<file path="src/rtl/lvds_pkg.sv">
// Shared constants, map-mode type and single-pixel lane mapper for the LVDS link packer.
package lvds_pkg;

  localparam int unsigned LANE_BITS  = 7;
  localparam int unsigned LINK_LANES = 4;
  localparam int unsigned LINK_BITS  = LANE_BITS * LINK_LANES;

  typedef enum logic {
    MAP_VESA  = 1'b0,
    MAP_JEIDA = 1'b1
  } map_mode_e;

  typedef enum logic {
    StEmpty = 1'b0,
    StHoldA = 1'b1
  } pair_state_e;

  // Returns {lane3, lane2, lane1, lane0}; bit 6 of each lane is transmitted first.
  function automatic logic [LINK_BITS-1:0] map_pixel(
    input logic [23:0] rgb,
    input logic        hs,
    input logic        vs,
    input logic        de,
    input map_mode_e   mode,
    input int unsigned bpc
  );
    logic [7:0]           r;
    logic [7:0]           g;
    logic [7:0]           b;
    logic [LANE_BITS-1:0] l0;
    logic [LANE_BITS-1:0] l1;
    logic [LANE_BITS-1:0] l2;
    logic [LANE_BITS-1:0] l3;
    r = rgb[7:0];
    g = rgb[15:8];
    b = rgb[23:16];
    if (bpc == 6) begin
      // 6-bit colour is the top six bits of each channel, laid out on VESA lanes 0-2
      l0 = {g[2], r[7:2]};
      l1 = {b[3:2], g[7:3]};
      l2 = {de, vs, hs, b[7:4]};
      l3 = '0;
    end else if (mode == MAP_JEIDA) begin
      l0 = {g[2], r[7:2]};
      l1 = {b[3:2], g[7:3]};
      l2 = {de, vs, hs, b[7:4]};
      l3 = {1'b0, r[1:0], g[1:0], b[1:0]};
    end else begin
      l0 = {g[0], r[5:0]};
      l1 = {b[1:0], g[5:1]};
      l2 = {de, vs, hs, b[5:2]};
      l3 = {1'b0, r[7:6], g[7:6], b[7:6]};
    end
    return {l3, l2, l1, l0};
  endfunction

endpackage

</file>
<file path="src/rtl/lvds_pixel_map.sv">
// Combinational mapper of one pixel plus syncs onto the four 7-bit lanes of one link.
module lvds_pixel_map
  import lvds_pkg::*;
#(
  parameter int unsigned BPC = 8
) (
  input  logic [23:0]          i_rgb,
  input  logic                 i_hs,
  input  logic                 i_vs,
  input  logic                 i_de,
  input  logic                 i_mode_jeida,
  output logic [LINK_BITS-1:0] o_word
);

  always_comb begin
    o_word = map_pixel(i_rgb, i_hs, i_vs, i_de, map_mode_e'(i_mode_jeida), BPC);
  end

endmodule

</file>
<file path="src/rtl/lvds_link_packer.sv">
// Packs RGB pixels and syncs into single- or dual-link LVDS lane words with a per-line map
// mode latch and odd/even pixel pairing.
module lvds_link_packer
  import lvds_pkg::*;
#(
  parameter int unsigned NUM_LINKS = 2,
  parameter int unsigned BPC       = 8,
  parameter int unsigned LANES     = 4
) (
  input  logic                                 i_clk,
  input  logic                                 i_reset_n,
  input  logic                                 i_pix_valid,
  input  logic [23:0]                          i_rgb,
  input  logic                                 i_hs,
  input  logic                                 i_vs,
  input  logic                                 i_de,
  input  logic                                 i_mode_jeida,
  output logic                                 o_out_valid,
  output logic [LANE_BITS*LANES*NUM_LINKS-1:0] o_lvds_out,
  output logic                                 o_odd_line_err
);

  localparam int unsigned LinkBits = LANE_BITS * LANES;

  map_mode_e                     r_mode;
  logic                          r_prev_de;
  logic                          r_out_valid;
  logic                          r_odd_line_err;
  logic [LinkBits*NUM_LINKS-1:0] r_lvds_out;
  logic                          w_de_rise;
  map_mode_e                     w_mode;
  logic [LINK_BITS-1:0]          w_word;

  // A line's first pixel already uses the mode presented with it.
  assign w_de_rise = i_pix_valid & i_de & ~r_prev_de;
  assign w_mode    = w_de_rise ? map_mode_e'(i_mode_jeida) : r_mode;

  always_ff @(posedge i_clk or negedge i_reset_n) begin
    if (!i_reset_n) begin
      r_mode    <= MAP_VESA;
      r_prev_de <= 1'b0;
    end else if (i_pix_valid) begin
      r_prev_de <= i_de;
      if (w_de_rise) begin
        r_mode <= map_mode_e'(i_mode_jeida);
      end
    end
  end

  lvds_pixel_map #(
    .BPC (BPC)
  ) u_pixel_map (
    .i_rgb        (i_rgb),
    .i_hs         (i_hs),
    .i_vs         (i_vs),
    .i_de         (i_de),
    .i_mode_jeida (w_mode == MAP_JEIDA),
    .o_word       (w_word)
  );

  if (NUM_LINKS == 1) begin : g_single
    always_ff @(posedge i_clk or negedge i_reset_n) begin
      if (!i_reset_n) begin
        r_out_valid    <= 1'b0;
        r_lvds_out     <= '0;
        r_odd_line_err <= 1'b0;
      end else begin
        r_out_valid    <= i_pix_valid;
        r_odd_line_err <= 1'b0;
        if (i_pix_valid) begin
          r_lvds_out <= w_word;
        end
      end
    end
  end else begin : g_dual
    pair_state_e          r_state;
    logic [LINK_BITS-1:0] r_hold_word;
    logic                 r_hold_hs;
    logic                 r_hold_vs;
    logic                 r_hold_de;
    logic [LINK_BITS-1:0] w_blank;

    // Fills link B when a line boundary leaves the held pixel without a partner.
    assign w_blank = map_pixel(24'h000000, r_hold_hs, r_hold_vs, 1'b0, MAP_VESA, BPC);

    always_ff @(posedge i_clk or negedge i_reset_n) begin
      if (!i_reset_n) begin
        r_state        <= StEmpty;
        r_hold_word    <= '0;
        r_hold_hs      <= 1'b0;
        r_hold_vs      <= 1'b0;
        r_hold_de      <= 1'b0;
        r_out_valid    <= 1'b0;
        r_lvds_out     <= '0;
        r_odd_line_err <= 1'b0;
      end else begin
        r_out_valid    <= 1'b0;
        r_odd_line_err <= 1'b0;
        if (i_pix_valid) begin
          case (r_state)
            StEmpty: begin
              r_hold_word <= w_word;
              r_hold_hs   <= i_hs;
              r_hold_vs   <= i_vs;
              r_hold_de   <= i_de;
              r_state     <= StHoldA;
            end
            StHoldA: begin
              r_out_valid <= 1'b1;
              if (i_de == r_hold_de) begin
                r_lvds_out <= {w_word, r_hold_word};
                r_state    <= StEmpty;
              end else begin
                // Line boundary: flush the held pixel and start a new pair with this one.
                r_lvds_out     <= {w_blank, r_hold_word};
                r_odd_line_err <= r_hold_de;
                r_hold_word    <= w_word;
                r_hold_hs      <= i_hs;
                r_hold_vs      <= i_vs;
                r_hold_de      <= i_de;
              end
            end
            default: r_state <= StEmpty;
          endcase
        end
      end
    end
  end

  assign o_out_valid    = r_out_valid;
  assign o_lvds_out     = r_lvds_out;
  assign o_odd_line_err = r_odd_line_err;

endmodule

</file>
<file path="config.mk">
export PLATFORM = sky130hd
export DESIGN_NAME = lvds_link_packer
export DESIGN_NICKNAME = d
export VERILOG_FILES = /design/src/rtl/lvds_pkg.sv /design/src/rtl/lvds_pixel_map.sv /design/src/rtl/lvds_link_packer.sv
export SDC_FILE = /design/constraint.sdc
export NUM_CORES = 1
export LEC_CHECK = 0
export BUFFER_PORTS_ARGS = -buffer_cell sky130_fd_sc_hd__buf_2
export CORE_MARGIN = 5
export CORE_UTILIZATION = 58
export DETAILED_ROUTE_END_ITERATION = 8
export PLACE_DENSITY = 0.81
export SLEW_MARGIN = 10
export SYNTH_ARGS = -nofsm -noshare
export SYNTH_HDL_FRONTEND = slang
export SYNTH_SLANG_ARGS = --single-unit
</file>
<file path="constraint.sdc">
create_clock -name i_clk -period 2.7 [get_ports i_clk]
set_input_delay 0.27 -clock i_clk [delete_from_list [all_inputs] [get_ports i_clk]]
set_output_delay 0.27 -clock i_clk [all_outputs]
set_load 0.02 [all_outputs]
</file>
Word level (Yosys, flattened, before mapping)
Cells that the tools add are included.
- bits in latches: 0
- output and inout bits: 58
- memories kept: 0
- memory bits (read-only): 0
- RAM bits: 0
- register bits after elaboration: 92
- divide/modulo/power cells: 0
- order comparisons: 0
- $mul: 0
- reductions and logical operators: 2
- mux-type cells: 21
- add/subtract/negate cells: 0
- bitwise logic cells: 4
- shift-type cells: 0
- equal/unequal tests: 2
- operators by type and width (operator ; count):
    one-hot mux 28 bit (2 select lines) ; 1
    2-to-1 mux 55 bit ; 1
    2-to-1 mux 28 bit ; 1
    2-to-1 mux 7 bit ; 2
    2-to-1 mux 1 bit ; 10
    one-hot mux 1 bit (2 select lines) ; 4
    2-to-1 mux 6 bit ; 1
    2-to-1 mux 4 bit ; 1
    AND reduction 2 bit ; 2
    AND 1 bit ; 2
    inequality test 2 bit, second input constant ; 1
    inverter 1 bit ; 2
    equality test 1 bit ; 1

Depth between registers and ports, before layout
- depth in word-level cells: 6
- depth in mapped cells: 6

By module
A second synthesis with hierarchy kept.
- cell total of the unflattened synthesis: 298
- area total of the unflattened synthesis: 4169.0 um2
- by module, submodules not included (module ; area an instance (um2) ; instances ; cells each):
    lvds_link_packer ; 3738.6 ; 1 ; 266
    lvds_pixel_map ; 430.4 ; 1 ; 32

Worst setup path before layout
OpenSTA, ideal clock, no wires.
- kind: reg2reg
- start: register, netlist name g_dual.r_hold_word[20]
- end: register g_dual.r_hold_word[16]
- setup time: 0.127 ns
- slack: 1.156 ns
- cell stages (with the launch flop): 5
- arrival: 1.417 ns
- period minus slack after synthesis: 1.544 ns
- cells stage by stage: dfrtp_1 > ha_1 > a21bo_4 > buf_6 > mux2_1
- RTL lines (element ; line ; RTL):
    end signal, assigned ; lvds_link_packer.sv:102 ; r_hold_word <= w_word;
    end signal, assigned ; lvds_link_packer.sv:117 ; r_hold_word <= w_word;
    end, declared ; lvds_link_packer.sv:77 ; logic [LINK_BITS-1:0] r_hold_word;

==> qor.yml <==
grt_usage: 0.1988
drt-total-wl_um: 7956
ys_seq_area_frac: 0.5320
irDropWorstVdd_mv: 0.6342
cp-start-kind: "flop"
multi_input_area_um2: 1718
maxCapViolCount: 0
wl_per_cell_um: 16.86
status: "complete, no violations"
die_width_um: 93.51
fin_setup_tns_ns: 0
layout_commonest_cell: "dfrtp_1"
slew_headroom: 0.5058
clock.fmax_mhz: 550.0
grt_pass1_vias: 2695
diodes: 0
grt_max_degree: 41
p_leak_nw: 2.438
rsz0062_at_grt: "false"
layout-drive-gt1-share: 0.3910
die_y_um: 93.51
ios: 89
final_cell_mix: "dfrtp_1, buf_2, mux2i_1"
tightestPinTransition_ns: 0.7414
htree_levels: 3
ys_ff_latch: 86
synth.distinct_cells: 23
clock_skew_ns: 0.007746
path_max_fanout: 32
clockBufferDepth: 2
hp-class: "in -> reg"
ys_warn_count: 0
cts_sinks: 86
cts_tree: "yes"
netlist_instances: 288
worstSetupEndpointType: "flop"
routed-via-count: 2579
period_share: 0.6734
hold_violations: 0
finalMaxSlewViolations: 0
syn_to_final_growth_pct: 15.37
rows: 30
power.density_nw_per_um2: 1118
port_buffers: 86
cts-resized-gates: 0
grt_overflow: 0
cts_buffers: 9
worstSkewPairLatency_ns: 0.35
finalWeightedCongestion: 0.7459
synth_top_cells_by_area: "dfrtp_1, mux2i_1, mux2_2, mux2_1, a22o_1"
ctsRootBufferMaster: "clkbuf_8"
drtPass1Iterations: 4
ant_nets: 0
dieArea_um2: 8744
nFillCells: 498
clkTransAtPathRegs_ns: 0.08
syn_area_um2: 4045
p_total_w: 0.005218
min_period_ns: 1.818
drtIter0Drc: 42
initial_utilization: 0.5954
setup_viol: 0
finalNetCount: 404
critPathArrivalTime_ns: 2.05
synth_area_leader_cell: "dfrtp_1"
critPathRequiredTime_ns: 2.93
synth_top_area_frac: 0.5320
worstSetupPathType: "reg -> reg"
syn_avg_cell_area_um2: 14.05
seq_area_um2: 2152
core_um2: 6794
grt_pass1_wl_um: 13430
vias_per_cell: 5.464
antenna_found_initial: 0
drc: 0
dp_hpwl_um: 5490
sequential cells by signal, summed over array words and instances (netlist names):
| register | flops |
|---|---|
| r_prev_de | 1 |
| o_out_valid | 1 |
| o_odd_line_err | 1 |
| r_mode | 1 |
| g_dual.r_state | 1 |
| g_dual.r_hold_word | 27 |
| o_lvds_out | 54 |
worst paths after layout:
check | from | endpoint | slack [ns] | depth (start not counted)
max reg2reg | g_dual.r_hold_word[20]$_DFFE_PN0P_ | g_dual.r_hold_word[23]$_DFFE_PN0P_ | 0.88 | 3
min reg2reg | o_lvds_out[29]$_DFFE_PN0P_ | o_lvds_out[29]$_DFFE_PN0P_ | 0.48 | 2
max in group asynchronous | i_reset_n | o_lvds_out[10]$_DFFE_PN0P_ | 1.58 | 3
min in group asynchronous | i_reset_n | o_lvds_out[1]$_DFFE_PN0P_ | 0.43 | 2
min | i_vs | g_dual.r_hold_word[19]$_DFFE_PN0P_ | 0.18 | 2
max | g_dual.r_hold_word[20]$_DFFE_PN0P_ | g_dual.r_hold_word[23]$_DFFE_PN0P_ | 0.88 | 3
synthesized netlist by cell type:
cell type	instances
dfrtp_1	86
buf_2	3
nand2_1	12
buf_12	2
mux2_4	6
o21ai_0	3
buf_6	4
a22o_1	20
nand3b_2	1
mux2i_1	70
conb_1	1
mux2_2	29
a21bo_4	1
o21ai_1	8
nand2_2	1
nor2_1	2
clkbuf_1	5
mux2_1	21
ha_1	2
inv_2	1
buf_4	7
inv_1	1
and3_2	2
power breakdown:
part / total, W / switching (W) / internal [W] / leakage [nW]
combinational: 0.00216 / 0.00121 / 0.000947 / 1.30
clock: 0.000807 / 0.000447 / 0.000360 / 0.0893
sequential: 0.00225 / 0.000340 / 0.00191 / 1.05
kinds of logic after synthesis:
logic type,after synthesis,share of synthesized area
flops,86,0.5320
buf+inv,23,0.04423
compound gates,32,0.06094
other cells,1,0.0009270
fa+ha+maj,2,0.006185
mux,126,0.3347
simple gates,18,0.02103
per-stage QoR:
step                      area (µm²)  setup slack, ns  hold slack, ns    util  instances
after floorplan                 4049            1.156        -0.02559       -        289
after global placement          4481           0.9062          0.2626  0.6595        455
after detailed placement        4481           0.8413          0.2689  0.6595        455
after CTS                       4667           0.8690          0.1599  0.6869        472
after global routing            4667           0.7957          0.1471  0.6869        472
final                           4667           0.8819          0.1755  0.6869        472
area by class of cell:
type / instances / share of cell area
multi-input cells: 180 / 0.3681
repair buffers: 92 / 0.1056
well taps: 96 / 0.02574
clock inverters: 5 / 0.007507
inverters: 2 / 0.001609
clock buffers: 11 / 0.03029
flip-flops and latches: 86 / 0.4611
worst max-delay path, cell delays in order (launching register included):
cell,delay (ns)
dfrtp_1,0.42
ha_1,0.42
a21bo_4,0.48
mux2_1,0.38
layer usage:
layer | wire length [µm] | track usage | up-vias
met3 | 371 | 0.04666 | 15
li1 | - | - | 1210
met2 | 3831 | 0.3186 | 68
met4 | 159 | 0.08547 | 0
met1 | 3593 | 0.2578 | 1286
met5 | 0 | 0 | -
what timing repair did:
action,4_1_cts,5_1_grt
endpoints found under the hold margin,38,0
buffers inserted,0,0
hold buffers,1,0
Note: power is estimated with default switching activity, not from simulation.
